<file path="src/rtl/xb_fifo_dispatch_sched.sv">
// xb_fifo_dispatch_sched
// Burst scheduler between the input sample FIFO and the bank of wavelet filter
// channels. A burst starts when the FIFO reports full. It reads BURST_LEN words and
// hands each word to the next non-busy channel in round-robin order.
//
// Handshake semantics:
//   FIFO side   : fifo_rdreq is asserted only when the FIFO is not empty and a
//                 channel is free. The word appears on fifo_q exactly one cycle later.
//   Channel side: ch_busy[k]=1 means channel k cannot take a word. It is sampled only
//                 when the grant is made. ch_wr is a one-hot strobe. ch_data is
//                 qualified by ch_wr and is valid in the same cycle.
// Read-to-strobe latency is fixed at two cycles. In debug, dbg_state and dbg_rr_ptr
// expose the FSM state and the round-robin pointer.
module xb_fifo_dispatch_sched #(
    parameter int N_CH      = 8,
    parameter int DW        = 16,
    parameter int BURST_LEN = 8
) (
    input  logic            phy_clk_0,
    input  logic            reset,
    input  logic            enable,
    input  logic            fifo_rdfull,
    input  logic            fifo_rdempty,
    input  logic [DW-1:0]   fifo_q,
    output logic            fifo_rdreq,
    input  logic [N_CH-1:0] ch_busy,
    output logic [DW-1:0]   ch_data,
    output logic [N_CH-1:0] ch_wr,
    output logic            burst_done,
    output logic [15:0]     words_sent,
    output logic [1:0]      dbg_state,
    output logic [3:0]      dbg_rr_ptr
);

    localparam int PW = (N_CH > 2) ? $clog2(N_CH) : 1;

    typedef enum logic [1:0] {
        IDLE  = 2'd0,
        BURST = 2'd1,
        DRAIN = 2'd2
    } state_t;

    state_t        state;
    logic [PW-1:0] rr_ptr;
    logic [7:0]    beat_cnt;
    logic [PW-1:0] grant;
    logic          grant_vld;
    logic          s1_vld;
    logic [PW-1:0] s1_sel;
    logic          s2_vld;
    int unsigned   sum;
    logic [PW-1:0] idx;

    // Round-robin search: first free channel starting at rr_ptr, wrapping mod N_CH
    always_comb begin
        grant     = '0;
        grant_vld = 1'b0;
        sum       = 0;
        idx       = '0;
        for (int i = 0; i < N_CH; i++) begin
            sum = 32'(rr_ptr) + 32'(i);
            if (sum >= 32'(N_CH)) sum = sum - 32'(N_CH);
            idx = PW'(sum);
            if (!grant_vld && !ch_busy[idx]) begin
                grant_vld = 1'b1;
                grant     = idx;
            end
        end
    end

    // An empty FIFO wins over a full flag. When all channels are busy, the read stalls.
    assign fifo_rdreq = (state == BURST) && !fifo_rdempty && grant_vld;

    // The pulse is high during the single DRAIN cycle in which the pipeline is empty
    assign burst_done = (state == DRAIN) && !s1_vld && !s2_vld;

    assign dbg_state  = state;
    assign dbg_rr_ptr = 4'(rr_ptr);

    // Burst control FSM. rr_ptr is not cleared between bursts, so the next burst resumes from it.
    always_ff @(posedge phy_clk_0) begin
        if (reset) begin
            state    <= IDLE;
            rr_ptr   <= '0;
            beat_cnt <= '0;
        end else begin
            case (state)
                IDLE: begin
                    if (enable && fifo_rdfull) begin
                        state    <= BURST;
                        beat_cnt <= '0;
                    end
                end
                BURST: begin
                    if (fifo_rdreq) begin
                        rr_ptr   <= (grant == PW'(N_CH - 1)) ? '0 : grant + PW'(1);
                        beat_cnt <= beat_cnt + 8'd1;
                        if (beat_cnt == 8'(BURST_LEN - 1)) state <= DRAIN;
                    end
                end
                DRAIN: begin
                    if (!s1_vld && !s2_vld) state <= IDLE;
                end
                default: state <= IDLE;
            endcase
        end
    end

    // Two-stage delivery pipeline. Stage 1 carries the grant while the FIFO word is in flight.
    always_ff @(posedge phy_clk_0) begin
        if (reset) begin
            s1_vld     <= 1'b0;
            s1_sel     <= '0;
            s2_vld     <= 1'b0;
            ch_wr      <= '0;
            ch_data    <= '0;
            words_sent <= '0;
        end else begin
            s1_vld <= fifo_rdreq;
            if (fifo_rdreq) s1_sel <= grant;
            s2_vld <= s1_vld;
            ch_wr  <= s1_vld ? (N_CH'(1) << s1_sel) : '0;
            if (s1_vld) begin
                ch_data    <= fifo_q;
                words_sent <= words_sent + 16'd1;
            end
        end
    end

endmodule

</file>
<file path="config.mk">
export PLATFORM = sky130hd
export DESIGN_NAME = xb_fifo_dispatch_sched
export DESIGN_NICKNAME = d
export VERILOG_FILES = /design/src/rtl/xb_fifo_dispatch_sched.sv
export SDC_FILE = /design/constraint.sdc
export NUM_CORES = 1
export LEC_CHECK = 0
export CORE_ASPECT_RATIO = 0.7
export CORE_MARGIN = 4
export CORE_UTILIZATION = 50
export DETAILED_ROUTE_END_ITERATION = 10
export DONT_BUFFER_PORTS = 1
export PLACE_DENSITY = 0.76
export SETUP_SLACK_MARGIN = 0.02
export SYNTH_ARGS = -nofsm -noshare
export SYNTH_HDL_FRONTEND = slang
export SYNTH_SLANG_ARGS = --single-unit
</file>
<file path="constraint.sdc">
create_clock -name phy_clk_0 -period 3.2 [get_ports phy_clk_0]
set_input_delay 0.48 -clock phy_clk_0 [delete_from_list [all_inputs] [get_ports phy_clk_0]]
set_output_delay 0.48 -clock phy_clk_0 [all_outputs]
set_load 0.01 [all_outputs]
</file>
== Yosys cells after proc, flatten, opt, wreduce, memory -nomap -nowiden ==
Index checks and enable logic that the tools add are counted.
Operators by class
  divide/modulo/power cells: 0
  add/sub/neg operators: 18
  shifts and indexed selects: 1
  reductions and logical operators: 35
  eq/ne operators: 8
  bitwise gates (word level): 1
  muxes and demuxes: 49
  magnitude comparators: 16
  multipliers: 0
Operator list (count)
  3-bit two-way mux: 17
  3-bit by 4-bit < comparator with 1-bit output, second input constant: 8
  4-bit >= comparator, second input constant: 7
  1-bit binary-select mux with 3-bit select: 8
  3-bit by 1-bit subtractor with 3-bit output, second input constant: 8
  16-bit by 1-bit adder with 16-bit output, second input constant: 1
  3-bit by 3-bit adder with 4-bit output, second input constant: 4
  1-bit logical NOT: 16
  1-bit two-way mux: 16
  8-bit two-way mux: 2
  8-bit case mux with 2 select lines: 1
  1-bit logical AND: 13
  3-bit by 2-bit adder with 4-bit output, second input constant: 2
  8-bit by 1-bit adder with 8-bit output, second input constant: 1
  8-bit by 3-bit == test with 1-bit output, second input constant: 1
  2-bit two-way mux: 4
  1-bit by 3-bit << shifter with 8-bit output, first input constant: 1
  2-bit case mux with 3 select lines: 1
  3-bit by 1-bit adder with 4-bit output, second input constant: 1
  3-bit by 4-bit >= comparator with 1-bit output, second input constant: 1
  2-bit by 1-bit inequality test with 1-bit output, second input constant: 2
  2-bit inequality test, second input constant: 2
  4-bit AND reduction: 1
  3-bit by 1-bit adder with 3-bit output, second input constant: 1
  other kinds (9): 9
Storage, ports and cells
  memories: 0
  logic and storage cells: 137
  input port bits: 29
  memory bits (writable): 0
  register bits: 58
  latch bits: 0
  output and inout port bits: 48
  memory bits (read-only): 0

== Logic depth before layout (Yosys ltp) ==
  depth after elaboration: 29
  gate-level depth with buffers: 16

== Worst setup path before layout ==
Ideal clock, no wire load.
  path kind: register to register
  start point: register rr_ptr[0]
  end point: register rr_ptr[2]
  data arrival time: 3.254 ns
  stages on the path, launching flop included: 17
  data required time: 3.133 ns
  setup slack: -0.121 ns
  cells stage by stage: dfxtp_1 > buf_6 > inv_1 > ha_1 > buf_6 > mux2_1 > mux2i_1 > a221oi_2 > a21o_1 > a211o_1 > a21oi_1 > nor2_1 > nor2_1 > ha_1 > nand2_1 > mux2_4 > a21oi_2
On the way
  cells in the longest elaborated chain, start to end: 28
RTL lines
  start, declared: line 44  | logic [PW-1:0] rr_ptr;
  start signal, assigned: line 96  | rr_ptr <= (grant == PW'(N_CH - 1)) ? '0 : grant + PW'(1);
  3-bit by 1-bit adder with 4-bit output: line 61  | sum = 32'(rr_ptr) + 32'(i);
  4-bit >= comparator / 3-bit by 1-bit subtractor with 3-bit output (equally long branches): line 62  | if (sum >= 32'(N_CH)) sum = sum - 32'(N_CH);
  3-bit two-way mux: line 62
  1-bit binary-select mux with 3-bit select: line 64  | if (!grant_vld && !ch_busy[idx]) begin
  1-bit two-way mux (not written as such): line 64
  1-bit logical NOT: line 64
  1-bit logical AND: line 64
  1-bit two-way mux: line 64
  [... 13 more ...]
  1-bit logical AND: line 64
  1-bit two-way mux: line 64
  1-bit logical NOT: line 64
  1-bit logical AND: line 64
  3-bit two-way mux (*): line 64
  named net grant[1]: line 46  | logic [PW-1:0] grant;
  3-bit by 1-bit adder with 3-bit output / 3-bit == test (equally long branches): line 96
  3-bit two-way mux (*): line 96
The timed path passes the listed nets; every way through them passes the cells marked *. The select of a mux whose other input is x is not followed.
A chain may end at the register's enable or synchronous reset.

== Worst setup path after layout ==
  start point: register rr_ptr[0]
  end point: register rr_ptr[2]
On the way
  cells in the longest elaborated chain, start to end: 28
RTL lines (line)
  3-bit by 1-bit adder with 4-bit output: 61
  4-bit >= comparator / 3-bit by 1-bit subtractor with 3-bit output (equally long branches): 62
  3-bit two-way mux: 62
  1-bit binary-select mux with 3-bit select: 64
  1-bit two-way mux (not written as such): 64
  1-bit logical NOT: 64
  1-bit logical AND: 64
  1-bit two-way mux: 64
  [... 12 more ...]
  1-bit logical NOT: 64
  1-bit logical AND: 64
  1-bit two-way mux: 64
  1-bit logical NOT: 64
  1-bit logical AND: 64
  3-bit two-way mux / 1-bit two-way mux (equally long branches): 64
  3-bit by 1-bit adder with 3-bit output, or another cell as far along: 96
  3-bit two-way mux / 2-bit AND reduction (equally long branches)
Parallel ways exist; a longest one is shown, timed or not. The select of a mux whose other input is x is not followed.

==> run_results.csv <==
group,metric,value,unit
worst_setup_path,cp_data_arrival_time,3.33,ns
synthesis,ys_top_cells_by_area,"dfxtp_1 36%, mux2i_1 6.3%, nor2_1 6.2%",
route,wl,7300,um
synthesis,muxShareOfSynthArea,16.5,%
global_route,met3_usage,7.69,%
global_route,grt_overflow,0,
synthesis,ys.flop_type,"dfxtp_1",
worst_setup_path,crit_fanout,6,
route,drt_pass1_iterations,5,
synthesis,syn_area,3190,sq um
sta,fmax,325,MHz
cells_and_area,nets,388,
clocking,clock_latency,0.32,ns
synthesis,synth-simple-area-share,20.9,%
clocking,cts_buffer_depth,2,
worst_setup_path,cp.required,3.45,ns
cells_and_area,drive_gt1_share,23.4,%
floorplan,row_count,24,
synthesis,ys_ff_latch,58,
clocking,htreeDepth,3,
worst_setup_path,worstSetupPathType,"register to register",
global_route,grtUsageMet2,24.9,%
synthesis,ys_warn_count,0,
synthesis,synth-async-reset-ratio,0,%
synthesis,synth_xor_area_share,6.01,%
cells_and_area,final_cells,437,
global_route,busiest_layer,"met1",
clocking,clk_transition_reported_paths,0.06,ns
synthesis,synth_cell_types,64,
synthesis,synth_top_family_by_area,"simple AND/OR/NAND/NOR gates",
worst_setup_path,worstPathCellList,"inv_1, ha_4, buf_6, mux4_2, o21ai_4, buf_4, a32oi_1, a211o_1, a22oi_1, o221ai_2, mux2_4, a21oi_2",
route,drt_iter0_drc,241,
floorplan,fp.dieW,103,um
sta,slew_headroom,62.3,%
place,dp_hpwl,5230,um
global_route,grt_antenna_before_repair,0,
synthesis,synth.most_common_cell,"dfxtp_1",
clocking,cts_inserted_buffers,9,
route,drc,0,
min_path,hp-class,"input port to register",
worst_setup_path,cp-start-kind,"register",
synthesis,synth_compound_area_share,13.6,%
power_and_ir_drop,power,1.82,mW
synthesis,syn_nets,373,
power_and_ir_drop,vdd_drop_max,0.404,mV
floorplan,die_area,7730,sq um
global_route,grt_pass1_vias,2221,
worst_setup_path,crit_slowest_cell,"mux4_2",
synthesis,syn_inst,339,
synthesis,yosysSeqAreaShare,36.4,%
worst_setup_path,worst_setup_path_end_kind,"register",
global_route,grt_pass1_wl,10900,um
cells_and_area,fin_area,3710,sq um
clocking,cts_tree,"done",
place,place_area,3280,sq um
synthesis,ys_top_cells_by_count,"58 x dfxtp_1, 53 x nor2_1, 25 x nand2_1, 20 x mux2i_1, 15 x a21oi_1",
power_and_ir_drop,p_leak,1.25,nW
synthesis,avgSynthCellArea,9.40,sq um
global_route,use_met1,26.2,%
route,via_per_inst,5.95,
worst_setup_path,cp_slowest_stage_delay,0.53,ns
sta,setup_viol,0,
clocking,cts_sinks,58,
route,ant_nets,0,
sta,worstMarginPinSlew,0.562,ns
synthesis,yosysTopAreaCell,"dfxtp_1",
cells_and_area,antennaDiodeCount,0,
clocking,cts_hold_buf,0,
global_route,grt.total_usage,18.1,%
global_route,grt_max_degree,47,
route,vias,2599,
route,routedWlPerCell,16.7,um
status,status,"finished, final reports clean",
sta,finalHoldViolations,0,
floorplan,die_h,74.8,um
synthesis,synth_top_cell_area_share,36.4,%
floorplan,initial_core_util,51.2,%
place,dp.cells,411,
sta,clock_skew,0.00644,ns
flow_run,max-cap-violations,0,
floorplan,core,6220,sq um
sta,maxSlewViolCount,0,
power_and_ir_drop,p_per_area,491,nW/um^2
cells_and_area,fillCellCount,506,
sta,finalCritPeriodShare,96.2,%
cells_and_area,area_delta_synth_final,16.5,%
place,port_buffers,0,
clocking,clock-root-buffer,"clkbuf_8",
place,gp_congestion,0.926,
synthesis,synthAdderAreaFrac,1.96,%
sta,fin_crit,3.08,ns
synthesis,synth_edf_count,0,
floorplan,io_pins,77,
==> worst paths after layout <==
check,start,to,slack [ns],cells after the start
max,rr_ptr[0],rr_ptr[2],0.12,12
min reg2reg,s1_sel[2],s1_sel[2],0.47,2
max reg2reg,rr_ptr[0],rr_ptr[2],0.12,12
min,reset,rr_ptr[2],0.22,1
==> kinds of logic (layout without fill, tap and decap cells) <==
| group | after synthesis | after routing |
|---|---|---|
| other | 1 | 1 |
| muxes | 38 | 38 |
| xor gates and xnor gates | 21 | 21 |
| buffers and inverters | 25 | 45 |
| DFF | 58 | 58 |
| AOI/OAI and AO/OA | 59 | 59 |
| and+or+nand+nor | 132 | 132 |
| adders and majority gates | 5 | 5 |
==> cell type report <==
cell class	count	area, sq um	share of cell area [%]
Multi-Input combinational cell	256	2000	54.0
Timing Repair Buffer	20	184	4.96
Inverter	9	38.8	1.05
Sequential cell	58	1170	31.4
Clock inverter	5	77.6	2.09
Clock buffer	11	141	3.81
Tap cell	78	97.6	2.63
==> power breakdown <==
group / total, mW / switching, mW / internal [mW] / leakage (nW)
clock network: 0.724 / 0.267 / 0.457 / 0.109
logic: 0.349 / 0.191 / 0.158 / 0.674
registers: 0.748 / 0.0157 / 0.732 / 0.469
total: 1.82 / 0.474 / 1.35 / 1.25
==> metal layers <==
| layer | part of all wire, % | up-vias |
|---|---|---|
| met3 | 11 | 4 |
| met1 | 43 | 1223 |
| met5 | 0 | - |
| met2 | 45 | 126 |
| li1 | - | 1246 |
| met4 | 0.62 | 0 |
==> layout by cell type, fill, tap and decap left out, types with 4 or more instances in the layout <==
cell / count
nand3_1: 6
or3_1: 4
dfxtp_1: 56
a21oi_1: 14
nand2_1: 25
inv_1: 8
nor2_1: 53
nand2b_1: 5
xnor2_1: 11
buf_4: 17
nor3_1: 11
xor2_1: 8
mux2i_1: 19
o21ai_0: 9
clkbuf_8: 10
mux4_2: 9
==> state kept, by name, indices dropped and copies added, names as in the netlist <==
| name | flops |
|---|---|
| ch_data | 16 |
| s2_vld | 1 |
| dbg_state | 2 |
| words_sent | 16 |
| s1_sel | 3 |
| ch_wr | 8 |
| s1_vld | 1 |
| beat_cnt | 8 |
| rr_ptr | 3 |
==> per-stage QoR <==
| step | hold slack, ns | worst slack [ns] | util, % | TNS [ns] |
|---|---|---|---|---|
| 5_1_grt | 0.184 | -0.0146 | 59.7 | -0.0146 |
| 4_1_cts | 0.203 | 0.0974 | 56.4 | 0 |
| 6_report | 0.217 | 0.123 | 59.7 | 0 |
| 3_5_place_dp | 0.458 | 0.118 | 52.8 | 0 |
| 3_3_place_gp | 0.456 | 0.225 | 52.8 | 0 |
| 2_1_floorplan | 0.444 | 0.0705 | - | 0 |
==> worst max-delay path: cells and delay by family (launching register included) <==
kind	cells	cell delay [ns]
muxes	2	0.85
DFF	1	0.38
adders and majority gates	1	0.32
AOI/OAI and AO/OA	6	1.11
buffers and inverters	3	0.36
==> what timing repair did <==
action,in CTS,in global routing
buffers inserted,0,9
resized for setup,0,25
endpoints found under the setup margin,0,3
Power figures use the tool's default switching activity.
